==> src/rtl/tile_frame_renderer_if.sv <==
// tile_frame_renderer_if: pixel write port with valid/ready backpressure.
interface tile_frame_renderer_if #(
   parameter int XY_W    = 9,
   parameter int COLOR_W = 9
);
   logic [XY_W-1:0]    px_x;
   logic [XY_W-1:0]    px_y;
   logic [COLOR_W-1:0] px_color;
   logic               px_valid;
   logic               px_ready;
   modport master(output px_x, px_y, px_color, px_valid, input px_ready);
   modport slave(input px_x, px_y, px_color, px_valid, output px_ready);
endinterface

==> src/rtl/tile_frame_renderer.sv <==
// tile_frame_renderer: streams one full piano-tiles frame (clear, separators, clipped tiles, hitbox).
// Define TILE_RENDER_HITBOX_EN to include the hitbox band phase.
module tile_frame_renderer #(
   parameter int              WIDTH      = 160,
   parameter int              HEIGHT     = 120,
   parameter int              LANES      = 4,
   parameter int              ROWS       = 5,
   parameter int              TILE_H     = 30,
   parameter int              XY_W       = 9,
   parameter int              COLOR_W    = 9,
   parameter logic [COLOR_W-1:0] BG_COLOR   = 9'h1FF,
   parameter logic [COLOR_W-1:0] LINE_COLOR = 9'h000,
   parameter logic [COLOR_W-1:0] TILE_COLOR = 9'h000,
   parameter logic [COLOR_W-1:0] HIT_COLOR  = 9'h124,
   parameter logic [COLOR_W-1:0] HB_COLOR   = 9'h038,
   parameter int              HB_Y       = 100
) (
   input  logic                         clk,
   input  logic                         resetn,
   input  logic                         start,
   input  logic [ROWS*LANES-1:0]        keys,
   input  logic [XY_W-1:0]              yoffset,
   input  logic [$clog2(ROWS+1)-1:0]    num_hit,
   output logic                         busy,
   output logic                         done,
   tile_frame_renderer_if.master        px
);
   localparam int LANE_W = WIDTH / LANES;
   localparam int LB     = LANES > 1 ? $clog2(LANES) : 1;
   localparam int RB     = ROWS > 1 ? $clog2(ROWS) : 1;
   localparam int SW     = XY_W + 2;
   localparam int NHW    = $clog2(ROWS + 1);

   typedef enum logic [2:0] {
      IDLE, CLEAR, VLINES, ROW_SETUP, TILE,
`ifdef TILE_RENDER_HITBOX_EN
      HITBOX,
`endif
      DONE
   } state_t;

   state_t                  state_q;
   logic [ROWS*LANES-1:0]   keys_q;
   logic [XY_W-1:0]         yoff_q;
   logic [NHW-1:0]          nh_q;
   logic [RB-1:0]           r_q;
   logic [XY_W-1:0]         x_lo_q, x_hi_q, y_hi_q;
   logic [XY_W-1:0]         px_x_q, px_y_q;
   logic [COLOR_W-1:0]      color_q;
   logic                    valid_q, busy_q, done_q;

   logic [LANES-1:0]        row;
   logic [LB-1:0]           lane;
   logic signed [SW-1:0]    top, bot;
   logic [XY_W-1:0]         x_lo, x_hi, y_lo, y_hi;
   logic                    draw, last_row, xfer, adv;

   // Row geometry is evaluated for the current row index; only ROW_SETUP consumes it.
   always_comb begin
      row = keys_q[int'(r_q)*LANES +: LANES];
      lane = '0;
      for (int l = LANES - 1; l >= 0; l--) if (row[l]) lane = LB'(l);
      top = SW'(yoff_q) - SW'(r_q) * SW'(TILE_H);
      bot = top + SW'(TILE_H - 1);
      draw = (row != '0) && (bot >= 0) && (top <= SW'(HEIGHT - 1));
      y_lo = top < 0 ? '0 : XY_W'(top);
      y_hi = bot > SW'(HEIGHT - 1) ? XY_W'(HEIGHT - 1) : XY_W'(bot);
      x_lo = XY_W'(int'(lane) * LANE_W + 1);
      x_hi = XY_W'(int'(lane) * LANE_W + LANE_W - 1);
      last_row = int'(r_q) == ROWS - 1;
      xfer = valid_q && px.px_ready;
      adv = state_q == ROW_SETUP ? !draw
          : state_q == TILE && xfer && px_x_q == x_hi_q && px_y_q == y_hi_q;
   end

   always_ff @(posedge clk or negedge resetn) begin
      if (!resetn) begin
         state_q <= IDLE;
         keys_q  <= '0;
         yoff_q  <= '0;
         nh_q    <= '0;
         r_q     <= '0;
         x_lo_q  <= '0;
         x_hi_q  <= '0;
         y_hi_q  <= '0;
         px_x_q  <= '0;
         px_y_q  <= '0;
         color_q <= '0;
         valid_q <= 1'b0;
         busy_q  <= 1'b0;
         done_q  <= 1'b0;
      end else begin
         done_q <= 1'b0;
         case (state_q)
            IDLE: if (start) begin
               keys_q  <= keys;
               yoff_q  <= yoffset;
               nh_q    <= num_hit;
               px_x_q  <= '0;
               px_y_q  <= '0;
               color_q <= BG_COLOR;
               valid_q <= 1'b1;
               busy_q  <= 1'b1;
               state_q <= CLEAR;
            end
            CLEAR: if (xfer) begin
               if (px_x_q != XY_W'(WIDTH - 1)) px_x_q <= px_x_q + 1'b1;
               else if (px_y_q != XY_W'(HEIGHT - 1)) begin
                  px_x_q <= '0;
                  px_y_q <= px_y_q + 1'b1;
               end else if (LANES > 1) begin
                  px_x_q  <= XY_W'(LANE_W);
                  px_y_q  <= '0;
                  color_q <= LINE_COLOR;
                  state_q <= VLINES;
               end else begin
                  valid_q <= 1'b0;
                  r_q     <= '0;
                  state_q <= ROW_SETUP;
               end
            end
            VLINES: if (xfer) begin
               if (px_y_q != XY_W'(HEIGHT - 1)) px_y_q <= px_y_q + 1'b1;
               else if (px_x_q != XY_W'((LANES - 1) * LANE_W)) begin
                  px_y_q <= '0;
                  px_x_q <= px_x_q + XY_W'(LANE_W);
               end else begin
                  valid_q <= 1'b0;
                  r_q     <= '0;
                  state_q <= ROW_SETUP;
               end
            end
            ROW_SETUP: if (draw) begin
               x_lo_q  <= x_lo;
               x_hi_q  <= x_hi;
               y_hi_q  <= y_hi;
               px_x_q  <= x_lo;
               px_y_q  <= y_lo;
               color_q <= int'(r_q) < int'(nh_q) ? HIT_COLOR : TILE_COLOR;
               valid_q <= 1'b1;
               state_q <= TILE;
            end
            TILE: if (xfer) begin
               if (px_x_q != x_hi_q) px_x_q <= px_x_q + 1'b1;
               else if (px_y_q != y_hi_q) begin
                  px_x_q <= x_lo_q;
                  px_y_q <= px_y_q + 1'b1;
               end
            end
`ifdef TILE_RENDER_HITBOX_EN
            HITBOX: if (xfer) begin
               if (px_x_q != XY_W'(WIDTH - 1)) px_x_q <= px_x_q + 1'b1;
               else begin
                  valid_q <= 1'b0;
                  busy_q  <= 1'b0;
                  done_q  <= 1'b1;
                  state_q <= DONE;
               end
            end
`endif
            DONE: state_q <= IDLE;
            default: state_q <= IDLE;
         endcase
         // Finishing a row (skipped in setup or fully drawn) either moves on or closes the frame.
         if (adv) begin
            if (last_row) begin
`ifdef TILE_RENDER_HITBOX_EN
               px_x_q  <= '0;
               px_y_q  <= XY_W'(HB_Y);
               color_q <= HB_COLOR;
               valid_q <= 1'b1;
               state_q <= HITBOX;
`else
               valid_q <= 1'b0;
               busy_q  <= 1'b0;
               done_q  <= 1'b1;
               state_q <= DONE;
`endif
            end else begin
               r_q     <= r_q + 1'b1;
               valid_q <= 1'b0;
               state_q <= ROW_SETUP;
            end
         end
      end
   end

   assign px.px_x     = px_x_q;
   assign px.px_y     = px_y_q;
   assign px.px_color = color_q;
   assign px.px_valid = valid_q;
   assign busy        = busy_q;
   assign done        = done_q;
endmodule

==> src/flat_wrapper.sv <==
// flat-port wrapper written by rule: the top's interface ports become plain ports
module tile_frame_renderer_flat 
#(
   parameter int              WIDTH      = 160,
   parameter int              HEIGHT     = 120,
   parameter int              LANES      = 4,
   parameter int              ROWS       = 5,
   parameter int              TILE_H     = 30,
   parameter int              XY_W       = 9,
   parameter int              COLOR_W    = 9,
   parameter logic [COLOR_W-1:0] BG_COLOR   = 9'h1FF,
   parameter logic [COLOR_W-1:0] LINE_COLOR = 9'h000,
   parameter logic [COLOR_W-1:0] TILE_COLOR = 9'h000,
   parameter logic [COLOR_W-1:0] HIT_COLOR  = 9'h124,
   parameter logic [COLOR_W-1:0] HB_COLOR   = 9'h038,
   parameter int              HB_Y       = 100
)
  (clk, resetn, start, keys, yoffset, num_hit, busy, done, px_px_x, px_px_y, px_px_color, px_px_valid, px_px_ready);
  tile_frame_renderer_if #(.XY_W(XY_W), .COLOR_W(COLOR_W)) px_i ();
  input  logic clk;
  input  logic resetn;
  input  logic start;
  input  logic [ROWS*LANES-1:0] keys;
  input  logic [XY_W-1:0] yoffset;
  input  logic [$clog2(ROWS+1)-1:0] num_hit;
  output logic busy;
  output logic done;
  output wire logic [$bits(px_i.px_x)-1:0] px_px_x;
  output wire logic [$bits(px_i.px_y)-1:0] px_px_y;
  output wire logic [$bits(px_i.px_color)-1:0] px_px_color;
  output wire logic [$bits(px_i.px_valid)-1:0] px_px_valid;
  input wire logic [$bits(px_i.px_ready)-1:0] px_px_ready;
  assign px_px_x = px_i.px_x;
  assign px_px_y = px_i.px_y;
  assign px_px_color = px_i.px_color;
  assign px_px_valid = px_i.px_valid;
  assign px_i.px_ready = px_px_ready;
  tile_frame_renderer #(.WIDTH(WIDTH), .HEIGHT(HEIGHT), .LANES(LANES), .ROWS(ROWS), .TILE_H(TILE_H), .XY_W(XY_W), .COLOR_W(COLOR_W), .BG_COLOR(BG_COLOR), .LINE_COLOR(LINE_COLOR), .TILE_COLOR(TILE_COLOR), .HIT_COLOR(HIT_COLOR), .HB_COLOR(HB_COLOR), .HB_Y(HB_Y)) u_core (.clk(clk), .resetn(resetn), .start(start), .keys(keys), .yoffset(yoffset), .num_hit(num_hit), .busy(busy), .done(done), .px(px_i));
endmodule
==> config.mk <==
export PLATFORM = sky130hd
export DESIGN_NAME = tile_frame_renderer_flat
export DESIGN_NICKNAME = d
export VERILOG_FILES = /design/src/rtl/tile_frame_renderer_if.sv /design/src/rtl/tile_frame_renderer.sv /design/src/flat_wrapper.sv
export SDC_FILE = /design/constraint.sdc
export NUM_CORES = 1
export LEC_CHECK = 0
export CAP_MARGIN = 15
export CORE_UTILIZATION = 36
export CTS_CLUSTER_SIZE = 14
export DETAILED_ROUTE_END_ITERATION = 16
export PLACE_DENSITY = 0.58
export SETUP_SLACK_MARGIN = 0.1
export SYNTH_ARGS = -nofsm -noshare
export SYNTH_HDL_FRONTEND = slang
export SYNTH_SLANG_ARGS = --single-unit
export TNS_END_PERCENT = 30
==> constraint.sdc <==
create_clock -name clk -period 11.9 [get_ports clk]
set_input_delay 2.38 -clock clk [delete_from_list [all_inputs] [get_ports clk]]
set_output_delay 2.38 -clock clk [all_outputs]
set_load 0.03 [all_outputs]
==> results.md <==
* Setup Viol. Count Final at 0
* Gpl congestion at roughly 0.91
* Inserted Diodes at 0
* Number of max-cap violations at 0
* Htree depth at 3
* TritonCTS buffer count at 9
* FF-to-FF Start: u_core.r_q[0]$_DFF_PN0_
* Cell taking the most area after synthesis: dfrtp_1
* Status: completed
* Critical Path AT at 5.19 ns
* Design area at 0.00637 mm²
* DRT iter0 DRCs at 314
* Most common cell after layout, fill and taps aside: dfrtp_1
* WP data required at 12.08 ns
* Initial antenna violation count at 0
* Sink Count at 76
* RSZ-0062 raised after global routing: no
* CTS resizes at 0
* Remaining antenna violation count at 0
* Worst hold start: u_core.keys_q[4]$_DFFE_PN0P_
* Slew @ Worst Pin at ~0.98 ns
* Period utilisation layout at 42.1%
* R2R cell count at 15
* DRC viols at 0
* Most frequent cells in the layout: dfrtp_1 (76), clkdlybuf4s50_1 (64), nand2_1 (38)
* R2R setup slack at 6.89 ns
* Synth Area per Inst at 9.60 µm²
* Hpwl dp at 9950 µm
* Row count at 44
* Seq cells post-synth at 76
* CP Max Fanout at 20
* Worst VDD drop at 0.0593 mV
* Vias at around 4400
* Clk_skew at 0.0104 ns
* Wirelength per Cell at 17.0 µm
* Hold Path Class: flop to flop
* Leak Pwr at ~2.7 nW
* Ys flop type: dfrtp_1
* Initial DRT Pass Iterations at 5
* Non-Filler Instances at 791
* Mapped Cells at between 500 and 600
* Vias in the first global route at 4385
* Core outline area at 0.0145 mm²
* Setup Fix Bufs, Post-CTS at 0
* Setup CP Type: flop to flop
* FF-to-FF End: u_core.state_q[0]$_DFFE_PN0P_
* Initial core utilization at a little under two fifths
* Largest cells by area after synthesis: dfrtp_1 (36%), mux2_2 (7.0%), ha_1 (5.4%), o21ai_0 (3.4%), xnor2_1 (3.3%)
* Die Height at 124 µm
* Hold path endpoint: u_core.keys_q[4]$_DFFE_PN0P_
* WL final at 13400 µm
* Overflow after GRT at 0
* Synth async-reset ratio at 100%
* Ports at 66
* PwrDens at about 100 mW/mm²
* Placed instance count at approximately 780
* First-pass GRT wire length at approximately 22000 µm
* FMAX at around 0.2 GHz
* Total GRT Usage at 18.8%
* Die area at 0.0153 mm²
* Vias per cell at 5.61
* CTS Hold Bufs at 0
* Largest net degree at the start of global routing at 77
* Synth top area share at 35.6%
* CP startpoint kind: flop
* Placed cell areas at 0.00607 mm²
* Net Count, Synth at 620
* Worst Hold Path Cells at 1
* Final min period at 5.01 ns
* Final hold vios at 0
* Clk root buf: clkbuf_16
* Share of layout cells above drive strength 1 at 12.5%
* Slew HR at 35.0%
* CTS clk-pin slew, worst paths at 0.06 ns
* Layout area overhead at 19.2%
* CP endpoint kind: flop
* IO Port Bufs at between 60 and 70
* Max Transition Viols Final at 0
* Synth Warn # at 0
* Post-layout util at around 44%
* Layout Nets at 666
* CTS tree: done
* Post-synth EDFFs at 0
* Number of buffers on the longest clock path at 2
* Synth unique cells at 78
* Worst skew pair latency at between 0.3 and 0.4 ns
* Die X-Extent at 124 µm
* Sequential share of the synthesized area at a little over a third
* Setup TNS at 0 ns
* Area of the mapped netlist at 0.00535 mm²
## Yosys cell counts, drive strengths merged, types with 5 or more instances
cell type / number
a221o: 8
o311ai: 5
dfrtp: 76
mux2i: 5
and2: 11
mux2: 33
nor4: 8
nor2b: 10
a21oi: 27
nand3b: 6
nand2b: 10
nor3: 6
nand4: 5
nand2: 38
o22ai: 6
o32ai: 5
xnor2: 20
o21a: 9
o21ai: 39
ha: 23
clkbuf: 15
nand3: 12
nor2: 36
buf: 17
a21boi: 5
a31oi: 6
xor2: 8
or2: 7
inv: 29
and3: 7
## report_power, final
part | total [mW] | internal (mW) | leakage, nW | switching [mW]
clock network | 0.281 | 0.164 | 0.148 | 0.117
logic | 0.0727 | 0.0333 | 1.52 | 0.0394
registers | 0.268 | 0.264 | 0.998 | 0.00383
total | 0.622 | 0.461 | 2.67 | 0.160
## sequential cells by signal (all words and copies together), names as in the netlist
| name | count |
|---|---|
| u_core.done | 1 |
| u_core.px.px_color | 2 |
| u_core.keys_q | 20 |
| u_core.state_q | 3 |
| u_core.busy | 1 |
| u_core.r_q | 3 |
| u_core.yoff_q | 9 |
| u_core.px.px_y | 9 |
| u_core.x_hi_q | 6 |
| u_core.px.px_x | 9 |
| u_core.nh_q | 3 |
| u_core.y_hi_q | 9 |
| u_core.px.px_valid | 1 |
## worst max path at each step
| stage | cells past startpoint | endpoint | start |
|---|---|---|---|
| finish | 15 | u_core.state_q[0]$_DFFE_PN0P_ | u_core.r_q[0]$_DFF_PN0_ |
| global route | 15 | u_core.state_q[0]$_DFFE_PN0P_ | u_core.r_q[0]$_DFF_PN0_ |
| CTS | 15 | u_core.state_q[0]$_DFFE_PN0P_ | u_core.r_q[0]$_DFF_PN0_ |
| detailed placement | 15 | u_core.state_q[0]$_DFFE_PN0P_ | u_core.r_q[0]$_DFF_PN0_ |
| global placement | 13 | u_core.px.px_x[5]$_DFFE_PN0P_ | u_core.r_q[0]$_DFF_PN0_ |
| floorplan | 14 | u_core.px.px_y[7]$_DFFE_PN0P_ | u_core.r_q[1]$_DFF_PN0_ |
## final cells by class
type                            count  area (µm²)
Clock buffer                        9         225
Clock inverter                      6        72.6
Fill cell                        1436        8160
Inverter                           29         109
Multi-Input combinational cell    420        3170
Sequential cell                    76        1900
Tap cell                          184         230
Timing Repair Buffer               67         663
## per-stage QoR
| stage | hold WS (ns) | power [mW] | setup slack (ns) |
|---|---|---|---|
| after detailed placement | 0.495 | 0.346 | 6.87 |
| after global routing | 0.528 | 0.649 | 6.44 |
| after global placement | 0.485 | 0.345 | 7.04 |
| after CTS | 0.509 | 0.630 | 6.83 |
| final | 0.504 | 0.622 | 6.89 |
| after floorplan | 0.475 | 0.316 | 7.65 |
## routing by layer
layer / GRT usage (%) / up-vias / wire length [µm]
met3: 3.62 / 27 / 540
li1: - / 2139 / -
met4: 8.43 / 0 / 321
met1: 25.5 / 2148 / 6450
met5: 0 / - / 0
met2: 28.9 / 127 / 6130
## cell families after synthesis
family                     after synthesis  share of synthesized area [%]
and+or+nand+nor                        171                           17.4
AOI/OAI and AO/OA                      152                           20.8
DFF                                     76                           35.6
buffers and inverters                   61                           5.20
muxes                                   42                           9.57
xor gates and xnor gates                28                           4.59
adders and majority gates               27                           6.88
## worst max-delay path, stage by stage, from the launching register on
cell and delay, ns:
dfrtp_1 0.67, fa_1 0.56, ha_1 0.26, fa_1 0.40, a21o_1 0.19, a21oi_1 0.16
ha_1 0.35, nor3b_1 0.18, a221oi_1 0.22, o311a_1 0.37, o21ai_0 0.24, a221o_1 0.42
nor3_2 0.15, buf_4 0.28, nand2b_1 0.20, o311ai_0 0.17
(Power assumes the default switching activity.)
